--- src/rtl/rx_align_pkg.sv ---
// Shared types and constants for the RX word aligner.
// The optional loss-of-lock counter in comma_aligner is enabled by
// defining COMMA_ALIGNER_LOSS_CNT_EN.
package rx_align_pkg;

  typedef enum logic [1:0] {
    HUNT   = 2'd0,
    SYNC   = 2'd1,
    LOCKED = 2'd2
  } align_state_t;

  // 7-bit comma prefix (abcdeif) of K28.1/K28.5/K28.7, both disparities
  localparam logic [6:0] COMMA_NEG   = 7'h7C;
  localparam logic [6:0] COMMA_POS   = 7'h03;
  localparam logic [9:0] K28_5_NEG   = 10'h17C;

  localparam int OFFSET_W    = 4;
  localparam int NUM_OFFSETS = 10;
  localparam int WIN_W       = 20;
  localparam int CNT_W       = 3;

  function automatic logic isComma(input logic [6:0] grp);
    return (grp == COMMA_NEG) || (grp == COMMA_POS);
  endfunction

  // Saturating increment: counters stick at all-ones instead of wrapping
  function automatic logic [CNT_W-1:0] satInc(input logic [CNT_W-1:0] c);
    return (&c) ? c : c + CNT_W'(1);
  endfunction

endpackage

--- src/rtl/comma_aligner_search.sv ---
// Combinational comma search over the 20-bit window at all ten bit offsets.
// The lowest matching offset wins.
import rx_align_pkg::*;

module comma_search (
  input  logic [WIN_W-1:0]    window,
  output logic                found,
  output logic [OFFSET_W-1:0] offset
);

  logic [NUM_OFFSETS-1:0] hit;

  for (genvar o = 0; o < NUM_OFFSETS; o++) begin : g_off
    assign hit[o] = isComma(window[o+6:o]);
  end

  // Priority encode, scanning high to low so the lowest hit is the last write
  always_comb begin
    found  = 1'b0;
    offset = '0;
    for (int o = NUM_OFFSETS - 1; o >= 0; o--) begin
      if (hit[o]) begin
        found  = 1'b1;
        offset = OFFSET_W'(o);
      end
    end
  end

endmodule

--- src/rtl/comma_aligner.sv ---
// Comma-based word aligner in front of the 8b/10b decoder.
// Hunts for a comma at any bit offset, confirms LOCK_COMMAS commas at the
// same offset, then holds that offset until LOSS_ERRORS consecutive
// decoder errors are reported.
// Optional: define COMMA_ALIGNER_LOSS_CNT_EN to add the LossCnt output
// counting LOCKED->HUNT transitions.
import rx_align_pkg::*;

module comma_aligner #(
  parameter int LOCK_COMMAS = 3,
  parameter int LOSS_ERRORS = 4
) (
  input  logic                BitCLK_10,
  input  logic                Reset,
  input  logic [9:0]          RxRaw_10,
  input  logic                decode_error,
  output logic [9:0]          RxAligned_10,
  output logic                Aligned,
  output logic                CommaDet,
  output logic [OFFSET_W-1:0] AlignOffset
`ifdef COMMA_ALIGNER_LOSS_CNT_EN
  ,
  output logic [7:0]          LossCnt
`endif
);

  localparam logic [CNT_W-1:0] LOCK_C = CNT_W'(LOCK_COMMAS);
  localparam logic [CNT_W-1:0] LOSS_C = CNT_W'(LOSS_ERRORS);

  align_state_t        state, stateN;
  logic [9:0]          prevRaw;
  logic [OFFSET_W-1:0] offReg, offN, selOff, foundOff;
  logic [CNT_W-1:0]    commaCnt, commaCntN, errCnt, errCntN;
  logic                found, latchedHit;
  logic [WIN_W-1:0]    window, latchedSh, selSh;

  // Earlier bits sit at lower indices: previous word below, current above
  assign window = {RxRaw_10, prevRaw};

  comma_search u_search (
    .window (window),
    .found  (found),
    .offset (foundOff)
  );

  assign latchedSh  = window >> offReg;
  assign latchedHit = isComma(latchedSh[6:0]);

  // Output offset: a comma just found while hunting/syncing is emitted aligned
  always_comb begin
    selOff = offReg;
    if (state == HUNT && found)
      selOff = foundOff;
    else if (state == SYNC && found && !latchedHit)
      selOff = foundOff;
  end

  assign selSh = window >> selOff;

  // Next-state and counter updates
  always_comb begin
    stateN    = state;
    offN      = offReg;
    commaCntN = commaCnt;
    errCntN   = errCnt;
    case (state)
      HUNT: begin
        if (found) begin
          offN      = foundOff;
          commaCntN = CNT_W'(1);
          stateN    = SYNC;
        end
      end
      SYNC: begin
        // A decoder error outranks any comma seen in the same word
        if (decode_error) begin
          stateN    = HUNT;
          commaCntN = '0;
        end else if (latchedHit) begin
          commaCntN = satInc(commaCnt);
          if (commaCntN >= LOCK_C) begin
            stateN  = LOCKED;
            errCntN = '0;
          end
        end else if (found) begin
          offN      = foundOff;
          commaCntN = CNT_W'(1);
        end
      end
      LOCKED: begin
        if (decode_error) begin
          errCntN = satInc(errCnt);
          if (errCntN >= LOSS_C) begin
            stateN    = HUNT;
            commaCntN = '0;
            errCntN   = '0;
          end
        end else begin
          errCntN = '0;
        end
      end
      default: begin
        stateN    = HUNT;
        commaCntN = '0;
        errCntN   = '0;
      end
    endcase
  end

  // FSM state register
  always_ff @(posedge BitCLK_10 or posedge Reset) begin
    if (Reset) state <= HUNT;
    else       state <= stateN;
  end

  // Offset, counters and the previous-word register
  always_ff @(posedge BitCLK_10 or posedge Reset) begin
    if (Reset) begin
      prevRaw  <= '0;
      offReg   <= '0;
      commaCnt <= '0;
      errCnt   <= '0;
    end else begin
      prevRaw  <= RxRaw_10;
      offReg   <= offN;
      commaCnt <= commaCntN;
      errCnt   <= errCntN;
    end
  end

  // Registered aligned output, comma flag and lock indication
  always_ff @(posedge BitCLK_10 or posedge Reset) begin
    if (Reset) begin
      RxAligned_10 <= '0;
      CommaDet     <= 1'b0;
      Aligned      <= 1'b0;
    end else begin
      RxAligned_10 <= selSh[9:0];
      CommaDet     <= isComma(selSh[6:0]);
      Aligned      <= (stateN == LOCKED);
    end
  end

  assign AlignOffset = offReg;

`ifdef COMMA_ALIGNER_LOSS_CNT_EN
  // Count lock losses, saturating at all-ones
  always_ff @(posedge BitCLK_10 or posedge Reset) begin
    if (Reset)
      LossCnt <= '0;
    else if (state == LOCKED && stateN == HUNT && LossCnt != 8'hFF)
      LossCnt <= LossCnt + 8'd1;
  end
`endif

endmodule
--- config.mk ---
export PLATFORM = sky130hd
export DESIGN_NAME = comma_aligner
export DESIGN_NICKNAME = d
export VERILOG_FILES = /design/src/rtl/rx_align_pkg.sv /design/src/rtl/comma_aligner_search.sv /design/src/rtl/comma_aligner.sv
export SDC_FILE = /design/constraint.sdc
export NUM_CORES = 1
export LEC_CHECK = 0
export ABC_AREA = 1
export CORE_ASPECT_RATIO = 1.4
export CORE_MARGIN = 2
export CORE_UTILIZATION = 30
export CTS_BUF_LIST = sky130_fd_sc_hd__clkbuf_4
export CTS_CLUSTER_SIZE = 8
export DETAILED_ROUTE_END_ITERATION = 16
export HOLD_SLACK_MARGIN = 0.03
export PLACE_DENSITY = 0.49
export REMOVE_ABC_BUFFERS = 1
export SLEW_MARGIN = 5
export SYNTH_ARGS = -nofsm -noshare
export SYNTH_HDL_FRONTEND = slang
export SYNTH_SLANG_ARGS = --single-unit
--- constraint.sdc ---
create_clock -name BitCLK_10 -period 3.06 [get_ports BitCLK_10]
set_clock_uncertainty 0.15 [all_clocks]
set_input_delay 0.459 -clock BitCLK_10 [delete_from_list [all_inputs] [get_ports BitCLK_10]]
set_output_delay 0.459 -clock BitCLK_10 [all_outputs]
set_load 0.01 [all_outputs]
Word level (Yosys, flattened, before mapping)

Cells that the tools add are included.

Flip-flop bits (word level): 34
Bits in latches: 0
Bits in writable memories: 0
Memory bits (read-only): 0
Output and inout port bits: 16
Logic and storage cells: 118
Memories kept: 0

Add/sub/neg operators: 2
Multiply operators: 0
Divide/modulo/power cells: 0
Magnitude comparators: 2
Equal/unequal tests: 33
Shift-type cells: 2
Mux-type cells: 47
Bitwise operators: 1
Reduce and logical (&&, ||, !) cells: 23

Operators by type and width:

| kind                                                 | count |
|---|---|
| == test 7 x 2 -> 1 bit (second input constant)       | 12 |
| == test 7 bit (second input constant)                | 12 |
| 2-to-1 mux 4 bit                                     | 15 |
| 2-to-1 mux 3 bit                                     | 12 |
| >> shifter 20 x 4 -> 10 bit                          | 1 |
| >> shifter 20 x 4 -> 7 bit                           | 1 |
| case mux 3 bit (3 select lines)                      | 2 |
| logical OR 1 bit                                     | 12 |
| 2-to-1 mux 2 bit                                     | 6 |
| 2-to-1 mux 1 bit                                     | 10 |
| != test 2 bit (second input constant)                | 5 |
| AND reduction 3 bit                                  | 3 |
| case mux 4 bit (2 select lines)                      | 1 |
| adder 3 x 1 -> 3 bit (second input constant)         | 2 |
| case mux 2 bit (3 select lines)                      | 1 |
| == test 2 bit (second input constant)                | 2 |
| AND reduction 4 bit                                  | 1 |
| >= comparator 3 x 2 -> 1 bit (second input constant) | 1 |
| >= comparator 3 bit (second input constant)          | 1 |
| logical AND 1 bit                                    | 3 |
| == test 2 x 1 -> 1 bit (second input constant)       | 1 |
| logical NOT 2 bit                                    | 1 |
| != test 2 x 1 -> 1 bit (second input constant)       | 1 |
| AND reduction 2 bit                                  | 1 |
| 3 further kinds                                      | 3 |

Longest topological paths before layout

Word-level depth: 19
Mapped depth: 28
Mapped depth without buffers: 27

Modules after synthesis

From an unflattened synthesis, not the netlist that was laid out.

Cell total of the unflattened synthesis: 600
Area, all modules: 3492.1 sq um

By module, submodules not included:

| module        | times used | cells each | area an instance (sq um) | seq. area each (sq um) |
|---|---|---|---|---|
| comma_aligner | 1          | 497        | 3020.4                   | 850.8 |
| comma_search  | 1          | 103        | 471.7                    | 0.0 |

Worst setup path after synthesis

OpenSTA, ideal clock, no wires.

Path type: reg2reg
From: register offReg[2], in the netlist AlignOffset[2]
To: register CommaDet
Arrival: 2.438 ns
Path slack: 0.356 ns
Stages on the path, launching flop included: 26
Path buffers: 3
Clock period less this slack: 2.704 ns
Cells stage by stage: dfrtp_1 -> buf_2 -> inv_2 -> buf_2 -> nand3_1 -> nand3_1 -> nand2_1 -> nand2_1 -> nor2_1 -> nand2_1 -> nand3_2 -> nand2_4 -> nand2_4 -> nand2_1 -> nand2_2 -> inv_2 -> buf_4 -> nand3_1 -> nand3_1 -> nand3_1 -> nand2_1 -> clkinv_1 -> nand2_1 -> nor2_1 -> nand2_1 -> nand2_1

Longest elaborated chain between the ends: 10
Elaborated cells between the ends (all ways): 12

Ends and longest elaborated chain:

| element                                                        | RTL line             | RTL |
|---|---|---|
| start: declaration                                             | comma_aligner.sv:32  | `logic [OFFSET_W-1:0] offReg, offN, selOff, foundOff;` |
| start signal: assignment                                       | comma_aligner.sv:125 | `offReg <= offN;` |
| >> shifter 20 x 4 -> 7 bit                                     | comma_aligner.sv:46  | `assign latchedSh = window >> offReg;` |
| == test 7 bit / == test 7 x 2 -> 1 bit (equally long branches) | rx_align_pkg.sv:23   | `return (grp == COMMA_NEG) \|\| (grp == COMMA_POS);` |
| logical OR 1 bit                                               | rx_align_pkg.sv:23   |  |
| logical NOT 1 bit                                              | comma_aligner.sv:54  | `else if (state == SYNC && found && !latchedHit)` |
| logical AND 1 bit                                              | comma_aligner.sv:54  |  |
| 2-to-1 mux 4 bit (*)                                           | comma_aligner.sv:54  |  |
| 2-to-1 mux 4 bit (*)                                           | comma_aligner.sv:52  | `if (state == HUNT && found)` |
| >> shifter 20 x 4 -> 10 bit (*)                                | comma_aligner.sv:58  | `assign selSh = window >> selOff;` |
| named net selSh[4]                                             | comma_aligner.sv:35  | `logic [WIN_W-1:0] window, latchedSh, selSh;` |
| == test 7 bit / == test 7 x 2 -> 1 bit (equally long branches) | rx_align_pkg.sv:23   |  |
| logical OR 1 bit (*)                                           | rx_align_pkg.sv:23   |  |
| end signal: assignment                                         | comma_aligner.sv:139 | `CommaDet <= isComma(selSh[6:0]);` |
| end: declaration                                               | comma_aligner.sv:19  | `output logic CommaDet,` |

The timed path passes the listed nets; every way through them passes the cells marked *.
A chain may end at the register's enable or synchronous reset.

Final worst setup path

From: register prevRaw[9]
To: register CommaDet

Longest elaborated chain between the ends: 19
Elaborated cells between the ends (all ways): 55

Ends and longest elaborated chain:

| element                                                        | RTL line                   | RTL |
|---|---|---|
| start: declaration                                             | comma_aligner.sv:31        | `logic [9:0] prevRaw;` |
| start signal: assignment                                       | comma_aligner.sv:124       | `prevRaw <= RxRaw_10;` |
| == test 7 bit / == test 7 x 2 -> 1 bit (equally long branches) | rx_align_pkg.sv:23         |  |
| logical OR 1 bit                                               | rx_align_pkg.sv:23         |  |
| 2-to-1 mux 1 bit (10 in a row)                                 | comma_aligner_search.sv:22 | `if (hit[o]) begin` |
| logical AND 1 bit (2 in a row)                                 | comma_aligner.sv:54        |  |
| 2-to-1 mux 4 bit                                               | comma_aligner.sv:54        |  |
| 2-to-1 mux 4 bit                                               | comma_aligner.sv:52        |  |
| >> shifter 20 x 4 -> 10 bit (*)                                | comma_aligner.sv:58        |  |
| named net selSh[0]                                             | comma_aligner.sv:35        |  |
| == test 7 bit / == test 7 x 2 -> 1 bit (equally long branches) | rx_align_pkg.sv:23         |  |
| logical OR 1 bit (*)                                           | rx_align_pkg.sv:23         |  |

Marks and branches as above.

==> impl_metrics.tcl <==
set metrics [dict create \
    async_flop_share_pct 100 \
    die_y_um 131 \
    violations "negative setup slack" \
    clkLatencyLatePin_ns 0.37 \
    drive_gt1_share_pct 23.9 \
    path_common_cell "nand2_1" \
    drv_slew 0 \
    crit_path_cell_trace "nand2_1, inv_1, nand2_1, nor3_1, a31oi_2, nand3_1, nor2_2, nand2_2, nand3_1, nand2_4, buf_4, clkbuf_16, nand3_1, nand2_1, nand2_1, nand3_1, nand2_1, nand2_1, nor2_1, nand2_1, nand2_1" \
    numCtsBuffers 5 \
    worst_pin_slew_ns 0.686 \
    yosys.area.top_type "nand3_1" \
    ioPinCount 29 \
    synth_cell_type_count 38 \
    maxCapViolations 0 \
    syn_to_final_growth_pct 41.6 \
    fill_cells 1246 \
    start_util_pct 30.6 \
    critPathMaxFanout 8 \
    multi_input_area_mm2 0.00238 \
    syn-mean-instance-area_um2 5.77 \
    h-tree-depth 2 \
    crit_arrival_ns 3.36 \
    crit_required_ns 3.21 \
    synth_top_family_by_area "simple AND/OR/NAND/NOR gates" \
    critPathBufInv 3 \
    fp.dieW_um 94.7 \
    place_hpwl_um 10300 \
    slew_headroom_pct 53.8 \
    cts_hold_buf 0 \
    synthMuxAreaShare_pct 0 \
    irDropWorstVdd_mv 0.217 \
    power_leakage_nw 2.55 \
    clock_sinks 34 \
    cts_max_path_buffers 2 \
    final_common_cell "nand2_1" \
    rsz0062_at_grt "yes" \
    path_clk_slew_ns 0.13 \
    ys_seq_elements 34 \
    hold_viol 0 \
    cts_tree "yes" \
    min_period_ns 3.21 \
    period_share_pct 105 \
    path_delay_family "simple AND/OR/NAND/NOR gates" \
    seq_area_frac_synth_pct 24.6 \
    grt_pass1_wl_um 20900 \
    drt-pass1-iter-count 5 \
    route.detailed.drc 0 \
    first_global_vias 4247 \
    p_per_area_mw_per_mm2 718 \
    fin_ws_ns -0.146 \
    cp_slowest_stage_delay_ns 0.54 \
    num_vias 4414 \
    status "complete, but fails checks" \
    synth_xor_xnor_area_share_pct 0.253 \
    startpoint "prevRaw[9]" \
    coreArea_mm2 0.0113 \
    finalSetupViolCount 3 \
    synth_edf_count 0 \
    r2r_slack_ns -0.15 \
    synth_area_leaders "nand3_1, dfrtp_1, nand2_1, inv_1, nor2_1" \
    crit_path_start_kind "flip-flop" \
    crit_type "reg -> reg" \
    synth_flop_cell "dfrtp_1" \
    hold_class "in -> async" \
    die-area_mm2 0.0124 \
    drtAntennaViolNets 0 \
    r2r-end "CommaDet" \
    grt_max_degree 35 \
    wl_per_cell_um 15.4 \
    synthCells 599 \
    ys_warn_count 0 \
    whs_ns 0.325 \
    grt_remaining_overflow 0 \
    port_buffers 28 \
    post_drt_via_cell_ratio 5.13 \
    fmax_ghz 0.312 \
    antenna_found_initial 1 \
    drtIter0Drc 304 \
    final_cell_mix "nand2_1, nand3_1, buf_4" \
    syn_area_mm2 0.00346 \
    tns_ns -0.205 \
    worstSetupEndpointType "flip-flop" \
    yosys.area.top_type_share_pct 25.0 \
    r2r_start "prevRaw[9]" \
    final_nets 729 \
    grt.total_usage_pct 21.7 \
    seqCellArea_um2 852 \
    synth-compound-area-share_pct 6.04 \
    place_congestion 0.918 \
    cts_root_buf "clkbuf_4" \
    wl_um 13200 \
    rows 46 \
    critPathSlowestCell "dfrtp_1" \
    pre_cts_ws_ns -0.765 \
    synthSimpleGateAreaFrac_pct 57.3 \
    synthAdderAreaFrac_pct 0.724 \
    rr_worst_depth 21 \
]
==> final cells by class <==
cell class	count	area share, %
Timing Repair inverter	1	0.153
Timing Repair Buffer	137	24.7
Multi-Input combinational cell	481	48.6
Clock buffer	6	0.920
Antenna cell	1	0.0511
Sequential cell	34	17.4
Tap cell	144	3.68
Inverter	54	4.29
Clock inverter	2	0.179
==> synth_stat cells, types with 2 or more instances <==
master and n:
nor2_1 36, nand2_2 4, nor2_2 3, buf_4 5, a31oi_1 3, nand3_2 2
nand2_4 3, nor3_1 7, buf_2 20, buf_6 3, nor2_4 2, dfrtp_1 34
o21ai_0 9, nor4_1 3, inv_1 43, inv_2 10, nand2_1 210, ha_1 2
a21oi_1 7, o221ai_1 3, nand3_1 173
==> logic make-up (layout without fill, tap and decap cells) <==
| kind of cell | Yosys count | in the layout |
|---|---|---|
| other cells | 0 | 1 |
| simple gates | 446 | 446 |
| fa+ha+maj | 2 | 2 |
| flops | 34 | 34 |
| xor+xnor | 1 | 1 |
| compound gates | 32 | 32 |
| buf+inv | 84 | 200 |
==> metal layers <==
metal | routed length, µm | vias to the layer above | part of all wire (%) | global-route usage [%]
met2 | 7130 | 123 | 54 | 41.3
met1 | 5050 | 2036 | 38 | 23.3
met3 | 361 | 51 | 2.7 | 1.72
met5 | 0 | - | 0 | 0
met4 | 692 | 0 | 5.2 | 11.8
li1 | - | 2204 | - | -
==> worst register-to-register path: cells and delay by family, from the launching register on <==
kind                   cells  cell delay (ns)
DFF                        1             0.54
buffers and inverters      3             0.38
AOI/OAI and AO/OA          1             0.24
and+or+nand+nor           17             1.82
==> per-stage QoR <==
step                std cells  util (%)  power, W  area, µm²
global placement          844      40.6   0.00299       4570
CTS                       855      42.1   0.00338       4750
global route              860      43.4   0.00385       4890
detailed placement        844      40.6   0.00300       4570
finish                    860      43.4   0.00351       4890
floorplan                 569         -   0.00194       3280
==> registers in the layout (all words and copies together) (netlist names) <==
name and flops:
commaCnt 3, prevRaw 10, state 2, Aligned 1
RxAligned_10 10, AlignOffset 4, CommaDet 1, errCnt 3
==> timing repair <==
item                                    4_1_cts  5_1_grt
endpoints found under the setup margin       10       11
pin swaps                                     1        2
gates resized for setup                      27       23
setup buffers                                 2        3
gates cloned                                  1        1
==> power by group <==
group / internal [W] / switching [W] / leakage [nW]
clock: 0.0000953 / 0.000178 / 0.0331
sequential: 0.000563 / 0.0000739 / 0.421
combinational: 0.00115 / 0.00145 / 2.10
total: 0.00181 / 0.00171 / 2.55
==> worst max path at each step <==
stage                           to  slack, ns  cells after the start
after floorplan           CommaDet      -0.64                     23
after global placement    CommaDet      -0.75                     27
after detailed placement  CommaDet      -0.76                     27
after CTS                 CommaDet      -0.13                     28
after global routing      CommaDet      -0.43                     27
final                     CommaDet      -0.15                     21
No activity file was read; power rests on OpenSTA's default activity.
